## config.mk

```make
export PLATFORM = sky130hd
export DESIGN_NAME = obstacle_scheduler
export DESIGN_NICKNAME = d
export VERILOG_FILES = /design/src/rtl/obstacle_scheduler.sv
export SDC_FILE = /design/constraint.sdc
export NUM_CORES = 1
export LEC_CHECK = 0
export ABC_CLOCK_PERIOD_IN_PS = 11400
export CAP_MARGIN = 20
export CORE_UTILIZATION = 57
export CTS_BUF_LIST = sky130_fd_sc_hd__clkbuf_8
export CTS_CLUSTER_SIZE = 25
export DETAILED_ROUTE_END_ITERATION = 7
export GPL_ROUTABILITY_DRIVEN = 0
export PLACE_DENSITY_LB_ADDON = 0.1
export SETUP_SLACK_MARGIN = 0.2
export SYNTH_ARGS = -nofsm -noshare
export SYNTH_HDL_FRONTEND = slang
export SYNTH_SLANG_ARGS = --single-unit
```

## constraint.sdc

```tcl
create_clock -name clk_in -period 11.4 [get_ports clk_in]
set_input_delay 2.28 -clock clk_in [delete_from_list [all_inputs] [get_ports clk_in]]
set_output_delay 2.28 -clock clk_in [all_outputs]
set_load 0.1 [all_outputs]
```

## src/rtl/obstacle_scheduler.sv

```systemverilog
// -----------------------------------------------------------------------------
// obstacle_scheduler
//
// Runs the single-obstacle collision engine once for every obstacle in the
// scene during one physics step. For each obstacle it addresses the vertex
// ROM, launches the engine, waits for its done pulse, and folds the engine's
// corrected endpoint, velocity and acceleration into the working state that
// the next obstacle check starts from. Acceleration contributions are summed
// with saturation.
//
// Optional feature (macro OBSTACLE_SCHEDULER_TIMEOUT_EN):
//   A watchdog skips an obstacle whose engine run does not answer within
//   TIMEOUT_CYCLES wait cycles and raises the sticky timeout_out flag.
//   Without the macro the scheduler waits on the engine indefinitely and the
//   timeout_out port does not exist.
//
// Ports:
//   clk_in, rst_in          clock, asynchronous active-high reset
//   begin_in                start-of-step pulse (ignored while busy_out)
//   num_obstacles_in        obstacles to process (clamped to NUM_OBSTACLES)
//   pos/vel/dx/dy *_in      start position, velocity and step displacement
//   obs_idx_out             obstacle vertex ROM address (1-cycle ROM latency)
//   coll_begin_out          one-cycle launch pulse to the collision engine
//   coll_* _out             engine operands, stable from launch through wait
//   coll_result_in          engine done pulse
//   coll_was_collision_in   engine saw at least one edge hit
//   coll_*_new_in, coll_acc engine post-collision state and acceleration
//   busy_out, done_out      step in progress / one-cycle completion pulse
//   x/y/vel/acc_out         final state, held until the next done_out
//   hit_count_out           number of obstacles that reported a collision
//   timeout_out             sticky watchdog flag (optional feature only)
// -----------------------------------------------------------------------------
module obstacle_scheduler #(
  parameter int POSITION_SIZE     = 8,
  parameter int VELOCITY_SIZE     = 8,
  parameter int ACCELERATION_SIZE = 8,
  parameter int NUM_OBSTACLES     = 4,
  parameter int TIMEOUT_CYCLES    = 64
) (
  input  logic                                clk_in,
  input  logic                                rst_in,
  input  logic                                begin_in,
  input  logic [$clog2(NUM_OBSTACLES):0]      num_obstacles_in,
  input  logic signed [POSITION_SIZE-1:0]     pos_x_in,
  input  logic signed [POSITION_SIZE-1:0]     pos_y_in,
  input  logic signed [VELOCITY_SIZE-1:0]     vel_x_in,
  input  logic signed [VELOCITY_SIZE-1:0]     vel_y_in,
  input  logic signed [POSITION_SIZE-1:0]     dx_in,
  input  logic signed [POSITION_SIZE-1:0]     dy_in,
  output logic [$clog2(NUM_OBSTACLES)-1:0]    obs_idx_out,
  output logic                                coll_begin_out,
  output logic signed [POSITION_SIZE-1:0]     coll_pos_x_out,
  output logic signed [POSITION_SIZE-1:0]     coll_pos_y_out,
  output logic signed [VELOCITY_SIZE-1:0]     coll_vel_x_out,
  output logic signed [VELOCITY_SIZE-1:0]     coll_vel_y_out,
  output logic signed [POSITION_SIZE-1:0]     coll_dx_out,
  output logic signed [POSITION_SIZE-1:0]     coll_dy_out,
  input  logic                                coll_result_in,
  input  logic                                coll_was_collision_in,
  input  logic signed [POSITION_SIZE-1:0]     coll_x_new_in,
  input  logic signed [POSITION_SIZE-1:0]     coll_y_new_in,
  input  logic signed [VELOCITY_SIZE-1:0]     coll_vx_new_in,
  input  logic signed [VELOCITY_SIZE-1:0]     coll_vy_new_in,
  input  logic signed [ACCELERATION_SIZE-1:0] coll_acc_x_in,
  input  logic signed [ACCELERATION_SIZE-1:0] coll_acc_y_in,
  output logic                                busy_out,
  output logic                                done_out,
  output logic signed [POSITION_SIZE-1:0]     x_out,
  output logic signed [POSITION_SIZE-1:0]     y_out,
  output logic signed [VELOCITY_SIZE-1:0]     vel_x_out,
  output logic signed [VELOCITY_SIZE-1:0]     vel_y_out,
  output logic signed [ACCELERATION_SIZE-1:0] acc_x_out,
  output logic signed [ACCELERATION_SIZE-1:0] acc_y_out,
`ifdef OBSTACLE_SCHEDULER_TIMEOUT_EN
  output logic                                timeout_out,
`endif
  output logic [$clog2(NUM_OBSTACLES):0]      hit_count_out
);

  localparam int IDX_W = $clog2(NUM_OBSTACLES);
  localparam int CNT_W = IDX_W + 1;
  localparam int PW    = POSITION_SIZE;
  localparam int VW    = VELOCITY_SIZE;
  localparam int AW    = ACCELERATION_SIZE;

  // Elaboration-time sanity checks on the configuration.
  if (NUM_OBSTACLES < 2) begin : g_bad_num_obstacles
    $error("obstacle_scheduler: NUM_OBSTACLES must be at least 2");
  end
  if (TIMEOUT_CYCLES < 1) begin : g_bad_timeout
    $error("obstacle_scheduler: TIMEOUT_CYCLES must be at least 1");
  end

  typedef enum logic [2:0] {
    S_IDLE,
    S_FETCH,
    S_LAUNCH,
    S_WAIT,
    S_UPDATE,
    S_DONE
  } state_e;

  // Saturating signed add at the acceleration width.
  function automatic logic signed [AW-1:0] sat_add(input logic signed [AW-1:0] a,
                                                   input logic signed [AW-1:0] b);
    logic signed [AW:0] sum;
    sum = {a[AW-1], a} + {b[AW-1], b};
    // Sign bit and the bit below it disagree only on overflow.
    if (sum[AW] != sum[AW-1]) begin
      sat_add = sum[AW] ? {1'b1, {(AW-1){1'b0}}} : {1'b0, {(AW-1){1'b1}}};
    end else begin
      sat_add = sum[AW-1:0];
    end
  endfunction

  // Control state
  state_e                 state_q;
  logic [CNT_W-1:0]       n_q;
  logic [IDX_W-1:0]       idx_q;

  // Working registers carried from one obstacle check to the next
  logic signed [PW-1:0]   start_x_q, start_y_q;
  logic signed [PW-1:0]   cur_x_q, cur_y_q;
  logic signed [VW-1:0]   cur_vx_q, cur_vy_q;
  logic signed [PW-1:0]   cur_dx_q, cur_dy_q;
  logic signed [AW-1:0]   acc_x_q, acc_y_q;
  logic [CNT_W-1:0]       hit_q;

  // Registered outputs
  logic                   busy_q, done_q, coll_begin_q;
  logic signed [PW-1:0]   coll_pos_x_q, coll_pos_y_q, coll_dx_q, coll_dy_q;
  logic signed [VW-1:0]   coll_vel_x_q, coll_vel_y_q;
  logic signed [PW-1:0]   x_q, y_q;
  logic signed [VW-1:0]   vel_x_q, vel_y_q;
  logic signed [AW-1:0]   acc_x_out_q, acc_y_out_q;
  logic [CNT_W-1:0]       hit_count_q;

`ifdef OBSTACLE_SCHEDULER_TIMEOUT_EN
  localparam int WAIT_W = $clog2(TIMEOUT_CYCLES) + 1;
  logic [WAIT_W-1:0]      wait_cnt_q;
  logic                   timeout_q;
`endif

  // Next-state values computed outside the FSM block
  logic [CNT_W-1:0]       n_d;
  logic signed [AW-1:0]   acc_x_d, acc_y_d;
  logic                   last_obs;

  // NOTE: every signal written in an always_comb block gets a value on every
  // path (here a default at the top), otherwise a latch is inferred.
  always_comb begin
    n_d     = num_obstacles_in;
    acc_x_d = sat_add(acc_x_q, coll_acc_x_in);
    acc_y_d = sat_add(acc_y_q, coll_acc_y_in);
    if (num_obstacles_in > CNT_W'(NUM_OBSTACLES)) begin
      n_d = CNT_W'(NUM_OBSTACLES);
    end
  end

  assign last_obs = ({1'b0, idx_q} == (n_q - CNT_W'(1)));

  // NOTE: sequential state uses non-blocking assignments only, so every
  // register in this block samples the values from before the clock edge.
  always_ff @(posedge clk_in or posedge rst_in) begin
    if (rst_in) begin
      state_q      <= S_IDLE;
      n_q          <= '0;
      idx_q        <= '0;
      start_x_q    <= '0;
      start_y_q    <= '0;
      cur_x_q      <= '0;
      cur_y_q      <= '0;
      cur_vx_q     <= '0;
      cur_vy_q     <= '0;
      cur_dx_q     <= '0;
      cur_dy_q     <= '0;
      acc_x_q      <= '0;
      acc_y_q      <= '0;
      hit_q        <= '0;
      busy_q       <= 1'b0;
      done_q       <= 1'b0;
      coll_begin_q <= 1'b0;
      coll_pos_x_q <= '0;
      coll_pos_y_q <= '0;
      coll_vel_x_q <= '0;
      coll_vel_y_q <= '0;
      coll_dx_q    <= '0;
      coll_dy_q    <= '0;
      x_q          <= '0;
      y_q          <= '0;
      vel_x_q      <= '0;
      vel_y_q      <= '0;
      acc_x_out_q  <= '0;
      acc_y_out_q  <= '0;
      hit_count_q  <= '0;
`ifdef OBSTACLE_SCHEDULER_TIMEOUT_EN
      wait_cnt_q   <= '0;
      timeout_q    <= 1'b0;
`endif
    end else begin
      // Pulses default low and are raised only in their single state.
      done_q       <= 1'b0;
      coll_begin_q <= 1'b0;

      case (state_q)
        S_IDLE: begin
          if (begin_in) begin
            start_x_q <= pos_x_in;
            start_y_q <= pos_y_in;
            cur_x_q   <= pos_x_in;
            cur_y_q   <= pos_y_in;
            cur_vx_q  <= vel_x_in;
            cur_vy_q  <= vel_y_in;
            cur_dx_q  <= dx_in;
            cur_dy_q  <= dy_in;
            acc_x_q   <= '0;
            acc_y_q   <= '0;
            hit_q     <= '0;
            idx_q     <= '0;
            n_q       <= n_d;
            busy_q    <= 1'b1;
`ifdef OBSTACLE_SCHEDULER_TIMEOUT_EN
            timeout_q <= 1'b0;
`endif
            state_q   <= (n_d == '0) ? S_DONE : S_FETCH;
          end
        end

        // ROM address (idx_q) is already valid; this cycle lets the vertex
        // read settle before the engine is launched.
        S_FETCH: begin
          coll_begin_q <= 1'b1;
          coll_pos_x_q <= cur_x_q;
          coll_pos_y_q <= cur_y_q;
          coll_vel_x_q <= cur_vx_q;
          coll_vel_y_q <= cur_vy_q;
          coll_dx_q    <= cur_dx_q;
          coll_dy_q    <= cur_dy_q;
          state_q      <= S_LAUNCH;
        end

        S_LAUNCH: begin
`ifdef OBSTACLE_SCHEDULER_TIMEOUT_EN
          wait_cnt_q <= '0;
`endif
          state_q <= S_WAIT;
        end

        // The engine's result is folded in on the edge that sees its done
        // pulse, so the engine need not hold its outputs past that pulse.
        // UPDATE then only decides where to go next.
        S_WAIT: begin
          if (coll_result_in) begin
            if (coll_was_collision_in) begin
              cur_x_q  <= coll_x_new_in;
              cur_y_q  <= coll_y_new_in;
              cur_vx_q <= coll_vx_new_in;
              cur_vy_q <= coll_vy_new_in;
              // Keep the original start so the next obstacle checks the
              // segment from start to the corrected endpoint.
              cur_dx_q <= coll_x_new_in - start_x_q;
              cur_dy_q <= coll_y_new_in - start_y_q;
              acc_x_q  <= acc_x_d;
              acc_y_q  <= acc_y_d;
              hit_q    <= hit_q + CNT_W'(1);
            end
            state_q <= S_UPDATE;
          end
`ifdef OBSTACLE_SCHEDULER_TIMEOUT_EN
          else if (wait_cnt_q == WAIT_W'(TIMEOUT_CYCLES - 1)) begin
            // Skip this obstacle as if it reported no collision.
            timeout_q <= 1'b1;
            state_q   <= S_UPDATE;
          end else begin
            wait_cnt_q <= wait_cnt_q + WAIT_W'(1);
          end
`endif
        end

        S_UPDATE: begin
          if (last_obs) begin
            state_q <= S_DONE;
          end else begin
            idx_q   <= idx_q + IDX_W'(1);
            state_q <= S_FETCH;
          end
        end

        S_DONE: begin
          done_q      <= 1'b1;
          busy_q      <= 1'b0;
          x_q         <= start_x_q + cur_dx_q;
          y_q         <= start_y_q + cur_dy_q;
          vel_x_q     <= cur_vx_q;
          vel_y_q     <= cur_vy_q;
          acc_x_out_q <= acc_x_q;
          acc_y_out_q <= acc_y_q;
          hit_count_q <= hit_q;
          state_q     <= S_IDLE;
        end

        default: state_q <= S_IDLE;
      endcase
    end
  end

  assign obs_idx_out    = idx_q;
  assign coll_begin_out = coll_begin_q;
  assign coll_pos_x_out = coll_pos_x_q;
  assign coll_pos_y_out = coll_pos_y_q;
  assign coll_vel_x_out = coll_vel_x_q;
  assign coll_vel_y_out = coll_vel_y_q;
  assign coll_dx_out    = coll_dx_q;
  assign coll_dy_out    = coll_dy_q;
  assign busy_out       = busy_q;
  assign done_out       = done_q;
  assign x_out          = x_q;
  assign y_out          = y_q;
  assign vel_x_out      = vel_x_q;
  assign vel_y_out      = vel_y_q;
  assign acc_x_out      = acc_x_out_q;
  assign acc_y_out      = acc_y_out_q;
  assign hit_count_out  = hit_count_q;
`ifdef OBSTACLE_SCHEDULER_TIMEOUT_EN
  assign timeout_out    = timeout_q;
`endif

endmodule

```

==> run metrics <==
Setup Crit Path Kind=register to output pin; Die Area=17300 um2; Worst slew margin=28.9%; cell count after synthesis=978; ys async rst share=100%; Post-Layout Inst Area=12200 um2; crit share post-route=38.6%; Largest delay share family, worst path=buffers and inverters; Cell variety after synth=60; Crit path arrival time=2120 ps; cts bufs inserted=17; fin crit period=4400 ps; RSZ-0062 raised after global routing=false; die height=132 um; ranking of synthesized cells by area=dfrtp_1 (50%), nand2_1 (9.7%), mux2_2 (6.1%), ha_1 (6.0%), nor2_1 (3.0%); final max-slew violation count=0; commonest non-fill, non-tap cell in the layout=nand2_1; max cap viols=0; initial antenna violation count=0; first-pass GRT wire length=38.8 mm; Total Routing Usage GR=28.4%; commonest non-fill, non-tap cells in the layout=nand2_1 (247), clkdlybuf4s50_1 (207), dfrtp_1 (193), nor2_1 (76), o21ai_0 (53); CTS tree=done; CTS Root Cell=clkbuf_8; Layout Nets=1323; syn_nets=1134; post-CTS setup buffer count=0; hpwl dp=16.1 mm; antenna diode count=0; Largest stage delay, worst path=1180 ps; Core ar.=16500 um2; via/cell ratio=5.54; initial DRC count=440; register area=4830 um2; CTS resizes=0; Slowest cell on crit path=clkdlybuf4s50_1; WL final=23.5 mm; maximum clock rate=0.227 GHz; Syn Area/Cell=9.80 um2; Clock Path Buffers=2; Layout Skew=11.3 ps; Worst-Skew Late Latency=470 ps; # port buffers=207; Fin Setup TNS=0 ps; fillers=1220; initial core utilization=58.0%; Worst Path Buf+Inv=1; pre-CTS WS=6580 ps; total grt overflow=0; Area after DPL=11800 um2; register area share after synthesis=50.4%; top_reg_cell synth=dfrtp_1; largest net degree at the start of global routing=116; row count=47; Synth Register Bits=193; Pre-antenna DRT Iters=5; multi-input combinational cell area=4420 um2; worst-path maximum fanout=5; total I/O pin count=208; CP startpoint kind=register; vias in the first global route=7720; area leader, netlist=dfrtp_1; actual slew at the worst max-slew pin=1060 ps; DRC=0; Area Overhead vs Synth=27.3%; H-Tree Depth=4; Via Count=7756; Routed wire per std cell=16.8 um; Hold Path Class=register to register; clock sinks=193; post-synth top area share=50.4%; CP endpoint kind=output pin; Cell Chain, Critical Path=clkdlybuf4s50_1; fraction of layout cells with a size suffix above 1=9.15%; Post-DRT Antenna Nets=0; Warnings, synthesis=0; status=finished, final reports clean; final-report hold violation count=0; Hold-fix buffers, CTS=0; synthesized area=9580 um2; die width=132 um; Clk pin slew, worst setup/hold paths=100 ps; Final WS setup=7000 ps; number of flops mapped to enable cells by yosys=0; CP required=9120 ps; final setup violation count=0
[layer usage]
metal  vias to the layer above  track usage [%]  part of all wire (%)
li1                       3707                -                     -
met5                         -                0                     0
met1                      3768             38.0                    44
met4                         0             10.4                   2.0
met2                       248             46.8                    48
met3                        33             4.40                   5.2
[flip-flops by register name, summed over array words and instances (netlist names), 8 cells and up]
signal          flops
acc_x_out           8
acc_x_q             8
acc_y_out           8
acc_y_q             8
coll_dx_out         8
coll_dy_out         8
coll_pos_x_out      8
coll_pos_y_out      8
coll_vel_x_out      8
coll_vel_y_out      8
cur_dx_q            8
cur_dy_q            8
cur_vx_q            8
cur_vy_q            8
cur_x_q             8
cur_y_q             8
start_x_q           8
start_y_q           8
vel_x_out           8
vel_y_out           8
x_out               8
y_out               8
[stage by stage]
step	cells	hold slack, ps	utilization, %
4_1_cts	1399	474	73.6
6_report	1400	470	73.8
2_1_floorplan	978	438	-
3_3_place_gp	1367	452	71.4
5_1_grt	1400	491	73.8
3_5_place_dp	1367	459	71.4
[cells by family after synthesis]
group	share of synthesized area (%)
AO/OA/AOI/OAI	12.1
XOR/XNOR	3.64
multiplexers	6.54
adder cells (fa/ha/maj)	7.89
buffers and inverters	3.67
AND/OR/NAND/NOR	15.8
flip-flops	50.4
[cell type report]
class,instances,area share (%)
flip-flops and latches,193,39.6
multi-input cells,705,36.2
repair buffers,217,17.8
well taps,220,2.26
clock buffers,18,2.03
inverters,33,1.08
clock inverters,14,1.03
[Yosys cell counts (all sizes together), types with 6 or more instances]
cell type	count
buf	38
a21o	9
nor2	79
nand2	247
ha	46
mux2	53
inv	33
xor2	20
fa	6
clkbuf	9
a31oi	37
nor3	9
nand3	9
a21oi	29
o21ai	64
nor2b	8
maj3	6
xnor2	19
a32oi	8
dfrtp	193
[final timing paths]
kind                           startpoint              to  slack [ps]  cells after the start
setup / recovery           obs_idx_out[0]  obs_idx_out[0]        7000                      1
hold / removal                   hit_q[2]        hit_q[2]         470                      1
setup reg to reg               state_q[2]        x_out[6]        8110                      7
hold reg to reg                  hit_q[2]        hit_q[2]         470                      1
max in group asynchronous          rst_in     cur_dx_q[3]        8020                      4
min in group asynchronous          rst_in    acc_x_out[2]        2330                      2
Power is not shown: default switching activity piles up to over one toggle a cycle in this logic, so the estimate is an artifact.
